===== src/rtl/pipeline_stall_controller.sv =====
// Stall/flush sequencer for the 5-stage MIPS pipeline.
// Arbitrates memory wait, taken branch, mult/div busy and load-use hazards.
// Drives the per-stage register enables and owns the mult/div occupancy FSM.
// Optional STALL_PERF_EN macro adds saturating stall/flush event counters.
module pipeline_stall_controller #(
  parameter int MD_LATENCY = 32,
  parameter int CNT_W      = 6
) (
  input  logic       clk,
  input  logic       rst,
  input  logic [4:0] IF_ID_rs,
  input  logic [4:0] IF_ID_rt,
  input  logic [4:0] ID_EX_rt,
  input  logic       ID_EX_MemRead,
  input  logic       EX_Branch_Taken,
  input  logic       ID_MD_Start,
  input  logic       ID_MD_Use,
  input  logic       EX_MEM_MemAccess,
  input  logic       MEM_Ready,
  output logic       PC_Write,
  output logic       IF_ID_Write,
  output logic       ID_EX_Write,
  output logic       EX_MEM_Write,
  output logic       Control_Write,
  output logic       IF_ID_Flush,
  output logic       MEM_WB_Bubble,
  output logic       MD_Busy,
  output logic       MD_Done
`ifdef STALL_PERF_EN
  ,
  output logic [31:0] perf_stall_cnt,
  output logic [31:0] perf_flush_cnt
`endif
);

  typedef enum logic [1:0] {MD_IDLE, MD_BUSY, MD_DONE} md_state_t;

  md_state_t        state, state_nxt;
  logic [CNT_W-1:0] cnt, cnt_nxt;

  logic freeze, flush, md_stall, load_use, accept;

  assign MD_Busy = (state == MD_BUSY);
  assign MD_Done = (state == MD_DONE);

  // Hazard detection; priority is applied in the output mux below.
  always_comb begin
    freeze   = EX_MEM_MemAccess & ~MEM_Ready;
    flush    = EX_Branch_Taken;
    md_stall = MD_Busy & (ID_MD_Use | ID_MD_Start);
    load_use = ID_EX_MemRead & (ID_EX_rt != 5'd0) &
               ((ID_EX_rt == IF_ID_rs) | (ID_EX_rt == IF_ID_rt));
    // A start is only taken when the ID instruction actually issues.
    accept   = ID_MD_Start & ~freeze & ~flush & ~md_stall & ~load_use;
  end

  // Priority mux for the stage enables: freeze > flush > md/load-use stall.
  always_comb begin
    PC_Write      = 1'b1;
    IF_ID_Write   = 1'b1;
    ID_EX_Write   = 1'b1;
    EX_MEM_Write  = 1'b1;
    Control_Write = 1'b1;
    IF_ID_Flush   = 1'b0;
    MEM_WB_Bubble = 1'b0;
    if (freeze) begin
      // Whole front end holds; a pending branch stays in the frozen ID/EX.
      PC_Write      = 1'b0;
      IF_ID_Write   = 1'b0;
      ID_EX_Write   = 1'b0;
      EX_MEM_Write  = 1'b0;
      MEM_WB_Bubble = 1'b1;
    end else if (flush) begin
      // ID holds a wrong-path instruction, so any stall it causes is moot.
      IF_ID_Flush   = 1'b1;
      Control_Write = 1'b0;
    end else if (md_stall || load_use) begin
      PC_Write      = 1'b0;
      IF_ID_Write   = 1'b0;
      Control_Write = 1'b0;
    end
  end

  // Mult/div occupancy next-state; the counter runs through freeze cycles.
  always_comb begin
    state_nxt = state;
    cnt_nxt   = cnt;
    case (state)
      MD_IDLE: if (accept) begin
        state_nxt = MD_BUSY;
        cnt_nxt   = CNT_W'(MD_LATENCY - 1);
      end
      MD_BUSY: if (cnt == '0) state_nxt = MD_DONE;
               else           cnt_nxt   = cnt - 1'b1;
      MD_DONE: if (accept) begin
        state_nxt = MD_BUSY;
        cnt_nxt   = CNT_W'(MD_LATENCY - 1);
      end else begin
        state_nxt = MD_IDLE;
      end
      default: begin
        state_nxt = MD_IDLE;
        cnt_nxt   = '0;
      end
    endcase
  end

  // Mult/div state register; reset abandons any in-flight operation.
  always_ff @(posedge clk or posedge rst) begin
    if (rst) begin
      state <= MD_IDLE;
      cnt   <= '0;
    end else begin
      state <= state_nxt;
      cnt   <= cnt_nxt;
    end
  end

`ifdef STALL_PERF_EN
  // Saturating counters of PC-hold cycles and flush cycles.
  always_ff @(posedge clk or posedge rst) begin
    if (rst) begin
      perf_stall_cnt <= '0;
      perf_flush_cnt <= '0;
    end else begin
      if (!PC_Write && perf_stall_cnt != 32'hFFFF_FFFF)
        perf_stall_cnt <= perf_stall_cnt + 32'd1;
      if (IF_ID_Flush && perf_flush_cnt != 32'hFFFF_FFFF)
        perf_flush_cnt <= perf_flush_cnt + 32'd1;
    end
  end
`endif

endmodule


===== config.mk =====
export PLATFORM = sky130hd
export DESIGN_NAME = pipeline_stall_controller
export DESIGN_NICKNAME = d
export VERILOG_FILES = /design/src/rtl/pipeline_stall_controller.sv
export SDC_FILE = /design/constraint.sdc
export NUM_CORES = 1
export LEC_CHECK = 0
export ABC_AREA = 1
export ABC_CLOCK_PERIOD_IN_PS = 1600
export CORE_AREA = 2 2 42 53
export DETAILED_ROUTE_END_ITERATION = 16
export DIE_AREA = 0 0 44 55
export PLACE_DENSITY = 0.86
export SLEW_MARGIN = 5
export SYNTH_ARGS = -nofsm -noshare
export SYNTH_HDL_FRONTEND = slang
export SYNTH_SLANG_ARGS = --single-unit

===== constraint.sdc =====
create_clock -name clk -period 1.6 [get_ports clk]
set_clock_uncertainty 0.1 [all_clocks]
set_input_delay 0.32 -clock clk [delete_from_list [all_inputs] [get_ports clk]]
set_output_delay 0.32 -clock clk [all_outputs]
set_load 0.01 [all_outputs]

==> results of run 1 <==
[how the worst min path moves through the flow]
| stage | from | to | slack, ns |
|---|---|---|---|
| after floorplan | rst | cnt[0]$_DFFE_PP0P_ | 0.04 |
| after global placement | cnt[5]$_DFFE_PP0P_ | cnt[5]$_DFFE_PP0P_ | 0.39 |
| after global routing | rst | cnt[2]$_DFFE_PP0P_ | 0.24 |
| final | rst | cnt[2]$_DFFE_PP0P_ | 0.20 |
| after CTS | rst | cnt[4]$_DFFE_PP0P_ | 0.21 |
| after detailed placement | cnt[5]$_DFFE_PP0P_ | cnt[5]$_DFFE_PP0P_ | 0.39 |
[flip-flops by register name, indices dropped and copies added, names as in the netlist]
name and count:
state 2, cnt 6
[what timing repair did]
action / CTS / global route
setup buffers: 4 / 2
setup endpoints to repair: 16 / 11
gates resized for setup: 102 / 35
pin swaps: 24 / 19
[final cells by class]
class | count | area [um^2]
fillers | 161 | 659
repair buffers | 50 | 400
clock buffers | 3 | 22.5
flip-flops and latches | 8 | 200
inverters | 24 | 103
well taps | 20 | 25.0
multi-input cells | 89 | 527
[worst register-to-register path: stages, from the launching register on]
cell and delay (ns):
dfrtp_1 0.41, nand2_4 0.10, nor2_4 0.04, buf_4 0.13, buf_4 0.13, nor3_4 0.15, nand2_4 0.12, buf_4 0.15
o21ai_1 0.11
[cells in the mapped netlist]
master / number / share of area
nor3_1: 1 / 0.0066
inv_2: 5 / 0.025
o21a_1: 1 / 0.0099
clkinv_1: 1 / 0.0049
o21ai_2: 1 / 0.012
o21ai_0: 7 / 0.046
a21oi_1: 3 / 0.020
nor2_1: 13 / 0.064
dfrtp_1: 8 / 0.26
o21ai_1: 1 / 0.0066
nand4_2: 1 / 0.016
nand2_2: 1 / 0.0082
buf_4: 2 / 0.020
ha_1: 2 / 0.033
xnor2_1: 4 / 0.046
nand2_4: 2 / 0.030
nand3_1: 8 / 0.053
nand2_1: 39 / 0.19
nor2_2: 2 / 0.016
nor3_4: 1 / 0.021
nand4_1: 2 / 0.016
inv_1: 18 / 0.089
[per-layer routing]
layer	up-vias	part of all wire	global-route usage
met5	-	0	0
met4	0	0.019	0.0808
met3	5	0.049	0.0325
met2	30	0.55	0.387
met1	433	0.38	0.211
li1	479	-	-
[cell families (layout without fill, tap and decap cells)]
group	after synthesis	in the layout	share of synthesized area
AO/OA/AOI/OAI	13	13	0.0939
XOR/XNOR	4	4	0.0461
adder cells (fa/ha/maj)	2	2	0.0329
buffers and inverters	26	77	0.138
flip-flops	8	8	0.264
AND/OR/NAND/NOR	70	70	0.425
[through the flow]
step / setup TNS [ns] / hold WS, ns / util
6_report: -0.0904 / 0.196 / 0.660
5_1_grt: -0.371 / 0.241 / 0.660
4_1_cts: -0.188 / 0.212 / 0.614
3_5_place_dp: -7.15 / 0.393 / 0.610
3_3_place_gp: -6.66 / 0.389 / 0.610
2_1_floorplan: 0 / 0.0357 / -
[power by group]
| group | switching [mW] | internal (mW) | leakage (nW) |
|---|---|---|---|
| Sequential | 0.0818 | 0.292 | 0.0955 |
| Clock | 0.0791 | 0.0865 | 0.0138 |
| Combinational | 0.494 | 0.456 | 0.598 |
==> flow_metrics.tcl, run 1 <==
set metrics [dict create \
    violations "setup timing" \
    avgSynthCellArea_um2 6.17 \
    min_period_ns 1.63 \
    cts-root-buf "clkbuf_4" \
    power.density_mw_per_mm2 1170 \
    ys_seq_area_frac 0.264 \
    fp-row-count 18 \
    ys_warn_count 0 \
    crit_path_top_delay_cell "clkdlybuf4s15_1" \
    drt_iter0_markers 29 \
    syn_nets 148 \
    wire_per_inst_um 11.5 \
    cap_viol_max_count 0 \
    drive_gt1_frac 0.414 \
    grt_max_degree 9 \
    vias 947 \
    ir_worst_vdd_uv 725 \
    start_util 0.392 \
    setup_slack_ns -0.0347 \
    synth_cell_types 22 \
    dp_hpwl_mm 1.54 \
    dpl_worst_slack_ns -0.922 \
    grt_pass1_wl_mm 3.61 \
    grt_overflow_total 0 \
    placed_cells 185 \
    critPathMaxStageDelay_ns 0.19 \
    path_class "input port to primary output" \
    max_clock_freq_mhz 612 \
    ys_ff_latch 8 \
    nets 201 \
    rrSetupSlack_ns 0.09 \
    hold_viol_final 0 \
    start_kind "input port" \
    rsz0062_at_grt "yes" \
    core_area_mm2 0.00194 \
    h-tree-depth 1 \
    clock-sinks 8 \
    drt_wl_total_mm 2.23 \
    setup.worst_path.start "IF_ID_rt[3]" \
    leakagePower_nw 0.707 \
    worstPathCellList "clkdlybuf4s15_1 > xnor2_2 > nand3_1 > nand2_1 > nand2_2 > nand2_4 > a21oi_2 > buf_2" \
    syn_to_final_growth_pct 68.2 \
    status "complete, but fails checks" \
    tightest_slew_ns 0.317 \
    r2r_cells 8 \
    clock_latency_ns 0.27 \
    cp-endpoint "PC_Write" \
    setup_viol 3 \
    fin_area_mm2 0.00128 \
    io_buffer_count 31 \
    path_buf_inv 2 \
    drcViolationCount 0 \
    layout_commonest_cell "nand2_1" \
    cp.arrival_ns 1.21 \
    max-slew-margin-rel 0.788 \
    cts_buffers 3 \
    firstDrtPassIters 4 \
    drtAntennaViolNets 0 \
    cts_tree "done" \
    clock_path_buffers 2 \
    syn_inst 123 \
    finalMaxSlewViolations 0 \
    cts_hold_buffers 0 \
    finalCritPeriodShare 1.02 \
    post_dp_cell_area_mm2 0.00118 \
    crit_path_end_kind "primary output" \
    crit_family "buffers and inverters" \
    place_congestion 0.751 \
    antenna_found_initial 0 \
    hp-class "input port to async pin" \
    ioPinCount 32 \
    first_global_vias 915 \
    antennaDiodeCount 0 \
    die_h_um 55 \
    reg2reg_to "state[0]$_DFFE_PP0P_" \
    die_x_um 44 \
    worstSetupPathDepth 8 \
    dieArea_mm2 0.00242 \
    syn-cell-area_um2 759 \
    regToRegStartpoint "state[0]$_DFFE_PP0P_" \
    grt_use_total 0.199 \
    path_clk_slew_ns 0.06 \
    via_per_inst 4.88 \
    power_mw 1.49 \
    critPathRequiredTime_ns 1.18 \
    final_cell_mix "35 x nand2_1, 18 x buf_4, 14 x inv_1, 12 x buf_2, 9 x nor2_1" \
    cp_max_fo 2 \
    stdcell_count 194 \
]
Power figures use the tool's default switching activity.
==> run 2, diff against run 1 <==
--- a/config.mk
+++ b/config.mk
@@ -11,6 +11,7 @@
 export DETAILED_ROUTE_END_ITERATION = 16
 export DIE_AREA = 0 0 44 55
 export PLACE_DENSITY = 0.86
+export SKIP_LAST_GASP = 1
 export SLEW_MARGIN = 5
 export SYNTH_ARGS = -nofsm -noshare
 export SYNTH_HDL_FRONTEND = slang
==> results of run 2 <==
Final layout, timing and power as in run 1 (identical DEF).
